## src/rtl/rf_wb_arbiter.sv

```systemverilog
// rf_wb_arbiter: write-back arbiter for the register file's single write port.
// ALU results always win the port and are never stalled. Load results are
// accepted through a valid/ready handshake and buffered in a small in-order
// queue that drains one entry per ALU-idle cycle. An ALU write squashes every
// queued load to the same register (write-after-write), so the ALU value stays
// the youngest. busy[r] flags registers that still await a live queued load.
//
// Ports:
//   clk, reset                   clock, synchronous active-high reset
//   alu_valid/addr/data/flags    ALU result (highest priority)
//   ld_valid/ready/addr/data     load result handshake
//   rf_wr_en/addr, rf_dat_in     registered register-file write port
//   rf_zero/ngtv/scry            registered register-file flag inputs
//   busy                         registered per-register pending-load mask
//   sq_cnt                       registered squashed-load counter
//
// Build option: define RF_WB_SQUASH_CNT_EN to include the saturating squash
// counter; without it sq_cnt is tied to zero.
module rf_wb_arbiter #(
    parameter int unsigned PW       = 3,
    parameter int unsigned LQ_DEPTH = 2
) (
    input  logic                clk,
    input  logic                reset,
    input  logic                alu_valid,
    input  logic [PW-1:0]       alu_addr,
    input  logic [7:0]          alu_data,
    input  logic                alu_zero,
    input  logic                alu_ngtv,
    input  logic                alu_scry,
    input  logic                ld_valid,
    output logic                ld_ready,
    input  logic [PW-1:0]       ld_addr,
    input  logic [7:0]          ld_data,
    output logic                rf_wr_en,
    output logic [PW-1:0]       rf_wr_addr,
    output logic [7:0]          rf_dat_in,
    output logic                rf_zero,
    output logic                rf_ngtv,
    output logic                rf_scry,
    output logic [(2**PW)-1:0]  busy,
    output logic [15:0]         sq_cnt
);

    localparam int unsigned NREG = 2**PW;
    localparam int unsigned CW   = $clog2(LQ_DEPTH + 1);

    typedef struct packed {
        logic [PW-1:0] addr;
        logic [7:0]    data;
        logic          live;
    } lq_entry_t;

    // Queue is kept as a shift register: entry 0 is always the head.
    lq_entry_t     q   [LQ_DEPTH];
    lq_entry_t     q_n [LQ_DEPTH];
    logic [CW-1:0] cnt;
    logic [CW-1:0] cnt_n;
    logic          push;
    logic [NREG-1:0] busy_n;
    logic [2:0]    shadow;

    logic          wr_en_n;
    logic [PW-1:0] wr_addr_n;
    logic [7:0]    wr_data_n;
    logic [2:0]    wr_flags_n;

    // Fullness is judged on the current count, so a same-cycle pop never frees a slot early.
    assign ld_ready = !reset && (cnt < CW'(LQ_DEPTH));
    assign push     = ld_valid && ld_ready;

    // Queue next state: squash on ALU write, pop on idle ALU, then append.
    always_comb begin
        q_n   = q;
        cnt_n = cnt;
        if (alu_valid) begin
            for (int unsigned i = 0; i < LQ_DEPTH; i++) begin
                if ((CW'(i) < cnt) && (q[i].addr == alu_addr)) begin
                    q_n[i].live = 1'b0;
                end
            end
        end else if (cnt != '0) begin
            for (int unsigned i = 0; i + 1 < LQ_DEPTH; i++) begin
                q_n[i] = q[i+1];
            end
            cnt_n = cnt - CW'(1);
        end
        // A load that meets an empty queue and an idle ALU bypasses the queue.
        if (push && (alu_valid || (cnt != '0))) begin
            for (int unsigned i = 0; i < LQ_DEPTH; i++) begin
                if (CW'(i) == cnt_n) begin
                    q_n[i].addr = ld_addr;
                    q_n[i].data = ld_data;
                    q_n[i].live = !(alu_valid && (ld_addr == alu_addr));
                end
            end
            cnt_n = cnt_n + CW'(1);
        end
    end

    // Pending-load mask of the post-edge queue.
    always_comb begin
        busy_n = '0;
        for (int unsigned i = 0; i < LQ_DEPTH; i++) begin
            if ((CW'(i) < cnt_n) && q_n[i].live) begin
                busy_n[q_n[i].addr] = 1'b1;
            end
        end
    end

    // Write-port selection: ALU, else queue head, else direct load.
    always_comb begin
        wr_en_n    = 1'b0;
        wr_addr_n  = ld_addr;
        wr_data_n  = ld_data;
        wr_flags_n = shadow;
        if (alu_valid) begin
            wr_en_n    = 1'b1;
            wr_addr_n  = alu_addr;
            wr_data_n  = alu_data;
            wr_flags_n = {alu_zero, alu_ngtv, alu_scry};
        end else if (cnt != '0) begin
            wr_en_n    = q[0].live;
            wr_addr_n  = q[0].addr;
            wr_data_n  = q[0].data;
        end else if (push) begin
            wr_en_n    = 1'b1;
        end
    end

    always_ff @(posedge clk) begin
        if (reset) begin
            for (int unsigned i = 0; i < LQ_DEPTH; i++) begin
                q[i] <= '0;
            end
            cnt        <= '0;
            rf_wr_en   <= 1'b0;
            rf_wr_addr <= '0;
            rf_dat_in  <= '0;
            rf_zero    <= 1'b0;
            rf_ngtv    <= 1'b0;
            rf_scry    <= 1'b0;
            shadow     <= '0;
            busy       <= '0;
        end else begin
            q        <= q_n;
            cnt      <= cnt_n;
            rf_wr_en <= wr_en_n;
            busy     <= busy_n;
            if (wr_en_n) begin
                rf_wr_addr <= wr_addr_n;
                rf_dat_in  <= wr_data_n;
                {rf_zero, rf_ngtv, rf_scry} <= wr_flags_n;
            end
            if (alu_valid) begin
                shadow <= {alu_zero, alu_ngtv, alu_scry};
            end
        end
    end

`ifdef RF_WB_SQUASH_CNT_EN
    localparam int unsigned SW = $clog2(LQ_DEPTH + 2);

    logic [SW-1:0] sq_inc;
    logic [16:0]   sq_sum;
    logic [15:0]   sq_q;

    // Live entries killed this cycle, including a same-address load accepted now.
    always_comb begin
        sq_inc = '0;
        if (alu_valid) begin
            for (int unsigned i = 0; i < LQ_DEPTH; i++) begin
                if ((CW'(i) < cnt) && q[i].live && (q[i].addr == alu_addr)) begin
                    sq_inc = sq_inc + SW'(1);
                end
            end
            if (push && (ld_addr == alu_addr)) begin
                sq_inc = sq_inc + SW'(1);
            end
        end
    end

    assign sq_sum = {1'b0, sq_q} + 17'(sq_inc);

    always_ff @(posedge clk) begin
        if (reset) begin
            sq_q <= '0;
        end else begin
            sq_q <= sq_sum[16] ? 16'hFFFF : sq_sum[15:0];
        end
    end

    assign sq_cnt = sq_q;
`else
    assign sq_cnt = 16'h0000;
`endif

endmodule

```

## config.mk

```make
export PLATFORM = sky130hd
export DESIGN_NAME = rf_wb_arbiter
export DESIGN_NICKNAME = d
export VERILOG_FILES = /design/src/rtl/rf_wb_arbiter.sv
export SDC_FILE = /design/constraint.sdc
export NUM_CORES = 1
export LEC_CHECK = 0
export BUFFER_PORTS_ARGS = -buffer_cell sky130_fd_sc_hd__buf_4
export CORE_UTILIZATION = 50
export DETAILED_ROUTE_END_ITERATION = 10
export HOLD_SLACK_MARGIN = 0.15
export PLACE_DENSITY = 0.76
export SETUP_SLACK_MARGIN = 0.02
export SYNTH_ARGS = -nofsm -noshare
export SYNTH_HDL_FRONTEND = slang
export SYNTH_SLANG_ARGS = --single-unit
```

## constraint.sdc

```tcl
create_clock -name clk -period 3 [get_ports clk]
set_input_delay 0.6 -clock clk [delete_from_list [all_inputs] [get_ports clk]]
set_output_delay 0.6 -clock clk [all_outputs]
set_load 0.005 [all_outputs]
```

Yosys cells after proc, flatten, opt, wreduce, memory -nomap -nowiden
Index checks and enable logic that the tools add are counted.
Widths: inputs -> output; s select.

storage, ports and cells
  input bits = 29
  register bits after elaboration = 52
  output and inout bits = 40

operators by class
  reduce and logical (&&, ||, !) cells = 16
  bitwise gates (word level) = 1
  add/sub/neg operators = 2
  equality and inequality tests = 4
  multiplexer cells = 26
  $lt $le $gt $ge = 9

operator list
  operator             number
  $mux 12              3
  $mux 8               4
  $mux 24              1
  $mux 11              1
  $logic_and 1x1->1    10
  $eq 3x3->1           3
  $mux 1               9
  $mux 3               3
  $lt 1x2->1 const A   4
  $lt 3x4->1 const B   2
  $or 8x8->8           1
  $demux 1 s3          2
  $ge 3x1->1 const B   2
  $mux 2               3
  $add 2x1->2 const B  1
  $eq 1x2->1 const A   1
  $logic_not 1->1      2
  $logic_not 2->1      1
  $lt 2x2->1 const B   1
  $reduce_and 2->1     1
  $reduce_bool 2->1    1
  $sub 2x1->2 const B  1
  $logic_or 1x1->1     1

Logic depth before layout (Yosys ltp)
  depth after elaboration = 13
  gate-level depth with buffers = 11
  gate-level depth less buffers = 8

Worst setup path before layout
OpenSTA, ideal clock, no wires.

  path type = input-to-reg
  start = in alu_valid
  end = reg busy[7]
  stages = 9
  setup slack = 0.665 ns
  data arrival time = 2.247 ns
  setup time = 0.088 ns
  path buffers = 2
  data required time = 2.912 ns
  cells stage by stage = buf_6 clkbuf_1 o21ai_0 ha_1 inv_1 a21oi_1 nor3_1 nand3b_4 o32ai_2

between the ends
  word-level cells in the longest chain between the ends = 11
  elaborated cells on any way between the ends = 32
  classes of those cells = add/sub (1); order compare (6); eq/ne (1); mux (14); bitwise (1); reduce/logical (9)

RTL lines
  item                                                            RTL line  text
  start: declaration                                              25        input logic alu_valid,
  $mux 2                                                          76        if (alu_valid) begin
  $logic_not 2->1                                                 91        if (CW'(i) == cnt_n) begin
  $mux 12                                                         91
  $mux 24                                                         89        if (push && (alu_valid || (cnt != '0))) begin
  $lt 3x4->1 (implied by the code) or $ge 3x1->1 (tied branches)  106       busy_n[q_n[i].addr] = 1'b1;
  $logic_and 1x1->1 (implied by the code)                         106
  $mux 1 (implied by the code)                                    106
  $demux 1 s3                                                     106
  $mux 8                                                          105       if ((CW'(i) < cnt_n) && q_n[i].live) begin
  $or 8x8->8 (no line)                                            -
  $mux 8 (*)                                                      105
  end signal: assignment                                          149       busy <= busy_n;
  end: declaration                                                41        output logic [(2**PW)-1:0] busy,

Mark *: on every way between the ends. The rest lies on a longest branch, timed or not.
A chain may end at the register's enable or synchronous reset.

Final worst setup path
  start = reg cnt[1]
  end = reg busy[5]

between the ends
  word-level cells in the longest chain between the ends = 13
  elaborated cells on any way between the ends = 43
  classes of those cells = add/sub (2); order compare (9); eq/ne (1); mux (18); bitwise (1); reduce/logical (12)

RTL lines
  item                                                            RTL line    text
  start: declaration                                              57          logic [CW-1:0] cnt;
  start signal: assignment                                        147         cnt <= cnt_n;
  $sub 2x1->2 or $reduce_bool 2->1 (tied branches)                86, 82, 89
  $mux 2                                                          82          end else if (cnt != '0) begin
  $mux 2                                                          76
  $logic_not 2->1                                                 91
  $mux 12                                                         91
  $mux 24                                                         89
  $lt 3x4->1 (implied by the code) or $ge 3x1->1 (tied branches)  106
  $logic_and 1x1->1 (implied by the code)                         106
  $mux 1 (implied by the code)                                    106
  $demux 1 s3                                                     106
  $mux 8                                                          105
  $or 8x8->8 (no line)                                            -
  $mux 8 (*)                                                      105

Marked as above.

==> impl_metrics.py <==
metrics = {
    "outcome": {
        "status": "completed",
    },
    "floorplanning": {
        "core.rowCount": 26,
        "num_io_pins": 69,
        "initial_utilization_pct": 52.0,
        "die_w_um": 74.9,
        "dieArea_sq_mm": 0.00561,
        "fp.dieH_um": 74.9,
        "coreArea_sq_mm": 0.00511,
    },
    "finish": {
        "stdcell_count": 399,
        "drive_gt1_share_pct": 24.6,
        "area_growth_pct": 16.5,
        "num-nets-final": 359,
        "design_area_sq_mm": 0.00310,
        "n_antenna_cell": 0,
        "final_util_pct": 60.6,
        "n_fill_cell": 457,
    },
    "clocking": {
        "clkLatencyLatePin_ns": 0.31,
        "cts_root_buffer": "clkbuf_8",
        "postCtsSetupBuffers": 0,
        "cts_tree": "built",
        "cts_buffers": 5,
        "clock-sinks": 52,
        "cts_buffer_depth": 2,
        "cts_resized": 0,
        "clkTransAtPathRegs_ns": 0.09,
        "htree_levels": 2,
        "postCtsHoldBufs": 0,
    },
    "run": {
        "drv_cap": 0,
    },
    "timing": {
        "fmax_ghz": 0.410,
        "finalCritPeriodShare_pct": 81.3,
        "final_hold_viol_count": 0,
        "tns_ns": 0,
        "skew_ns": 0.00687,
        "tightest_slew_ns": 0.831,
        "maxSlewViolCount": 0,
        "rsz0062_at_grt": "no",
        "fin_crit_ns": 2.44,
        "slew_headroom_pct": 44.5,
        "fin_hold_ws_ns": 0.502,
        "setup_violations": 0,
        "setup_slack_ns": 0.560,
    },
    "hold_path": {
        "min_delay_worst_endpoint": "rf_ngtv",
        "hold_class": "flop to flop",
        "min_from": "rf_ngtv",
        "hold-path-cell-count": 2,
    },
    "route": {
        "drc_errors": 0,
        "ant_nets": 0,
        "wl_um": 5370,
        "avgViaCountPerCell": 5.12,
        "firstDrtPassIters": 4,
        "drt_iter0_drc": 104,
        "wl_per_cell_um": 13.5,
        "num_vias": 2042,
    },
    "worst_setup_path": {
        "crit_fanout": 12,
        "end_kind": "flop",
        "cpPeakStageDelay_ns": 0.63,
        "path_delay_family": "compound AO/OA/AOI/OAI gates",
        "timing.rr.start": "cnt[1]",
        "path_cells": "nand2b_1 > o21ai_0 > ha_1 > and4_1 > o31ai_1 > nand4b_1 > o22ai_1",
        "rrSetupSlack_ns": 0.56,
        "cp-start-kind": "flop",
        "required_ns": 3.23,
        "arrival_ns": 2.67,
        "timing.rr.end": "busy[5]",
        "path_class": "flop to flop",
        "r2r_cells": 7,
        "slowest_stage": "dfxtp_1",
        "critPathBufInv": 0,
    },
    "placed_design": {
        "hpwl_um": 3770,
        "port-buffer-count": 52,
        "dp_cells": 391,
        "place_area_sq_mm": 0.00300,
        "place.gp.congestion": 0.768,
        "dpl_worst_slack_ns": 0.323,
    },
    "global_routing": {
        "grt_pass1_vias": 1827,
        "grt_pass1_wl_um": 8560,
        "grt_max_degree": 48,
        "grt.overflow.total": 0,
        "grtUsageTotal_pct": 20.1,
        "antenna_found_initial": 0,
    },
    "power_and_ir_drop": {
        "total_power_mw": 1.40,
        "powerDensity_mw_per_mm2": 452,
        "ir_drop_mv": 0.229,
        "p_leak_nw": 1.55,
    },
    "synth": {
        "synth_area_per_cell_sq_um": 9.35,
        "syn-cell-area_sq_mm": 0.00266,
        "yosysTopAreaCell": "dfxtp_1",
        "netlist_instances": 284,
        "synth_top_area_share_pct": 39.2,
        "ys_ff_latch": 52,
        "yosys-top-cells-area": "dfxtp_1 39%, mux2i_1 17%, nor2_1 6.8%",
        "synth-seq-area-share_pct": 39.2,
        "synth.distinct_cells": 45,
        "yosys_warnings": 0,
    },
}
cell families after synthesis:
| kind of cell | Yosys count | share of synthesized area (%) |
|---|---|---|
| adder cells (fa/ha/maj) | 2 | 0.942 |
| AND/OR/NAND/NOR | 87 | 16.0 |
| buffers and inverters | 37 | 8.95 |
| XOR/XNOR | 10 | 3.30 |
| AO/OA/AOI/OAI | 43 | 10.5 |
| other | 1 | 0.141 |
| flip-flops | 52 | 39.2 |
| multiplexers | 52 | 21.0 |
registers in the layout, indices dropped and copies added, names as in the netlist:
signal and cells:
shadow 3, rf_wr_addr 3, rf_ngtv 1, rf_zero 1, rf_scry 1, rf_dat_in 8, cnt 2, rf_wr_en 1
q 24, busy 8
worst max-delay path by stage:
| stage | endpoint | cells after the start | slack (ns) | startpoint |
|---|---|---|---|---|
| 3_3_place_gp | busy[6] | 9 | 0.40 | alu_valid |
| 3_5_place_dp | busy[7] | 9 | 0.32 | alu_valid |
| 2_1_floorplan | busy[7] | 9 | 0.66 | alu_valid |
| 5_1_grt | busy[1] | 7 | 0.39 | cnt[1] |
| 4_1_cts | busy[6] | 8 | 0.57 | cnt[1] |
| 6_report | busy[5] | 7 | 0.56 | cnt[1] |
cell type report:
type / instances / area, sq um / share of cell area (%)
Sequential cell: 52 / 1040 / 33.6
Timing Repair Buffer: 56 / 420 / 13.6
Multi-Input combinational cell: 210 / 1440 / 46.5
Clock buffer: 6 / 82.6 / 2.67
Tap cell: 70 / 87.6 / 2.83
Clock inverter: 2 / 13.8 / 0.445
Inverter: 3 / 11.3 / 0.364
Yosys cell counts, drive strengths merged:
cell	n
or2	2
o21bai	1
and4	2
o31ai	1
o22ai	6
o32ai	2
conb	1
o41ai	1
nor2b	3
o21ai	14
xor2	7
nand2b	5
dfxtp	52
inv	3
mux2i	49
nor4	1
mux2	3
buf	27
nor3b	1
nand4b	1
nand4	1
nor2	48
o21a	1
a211oi	9
a21oi	7
clkbuf	7
ha	2
and2	1
nor3	1
nand3b	1
a41oi	1
xnor2	3
nand3	3
nand2	17
cell usage in the layout, fill, tap and decap left out, types with 5 or more instances in the layout:
cell / instances
nor2_1: 48
a21oi_1: 7
clkbuf_8: 6
o22ai_1: 6
nand2_1: 17
mux2i_1: 46
a211oi_1: 8
dfxtp_1: 52
nand2b_1: 5
xor2_1: 7
buf_4: 56
conb_1: 16
o21ai_0: 13
worst register-to-register path: cells and delay by family, from the launching register on:
kind,cells,cell delay [ns]
AND/OR/NAND/NOR,3,0.64
AO/OA/AOI/OAI,3,0.81
flip-flops,1,0.63
adder cells (fa/ha/maj),1,0.29
power breakdown:
group | internal [mW] | switching, mW
Combinational | 0.116 | 0.122
Sequential | 0.721 | 0.0205
Clock | 0.189 | 0.231
Total | 1.03 | 0.373
per-layer routing:
layer,global-route usage (%),up-vias,wire length [um]
li1,-,1027,-
met1,27.1,946,2560
met2,32.6,63,2490
met3,3.08,6,256
met4,7.55,0,59
met5,0,-,0
Note: power is estimated with default switching activity, not from simulation.
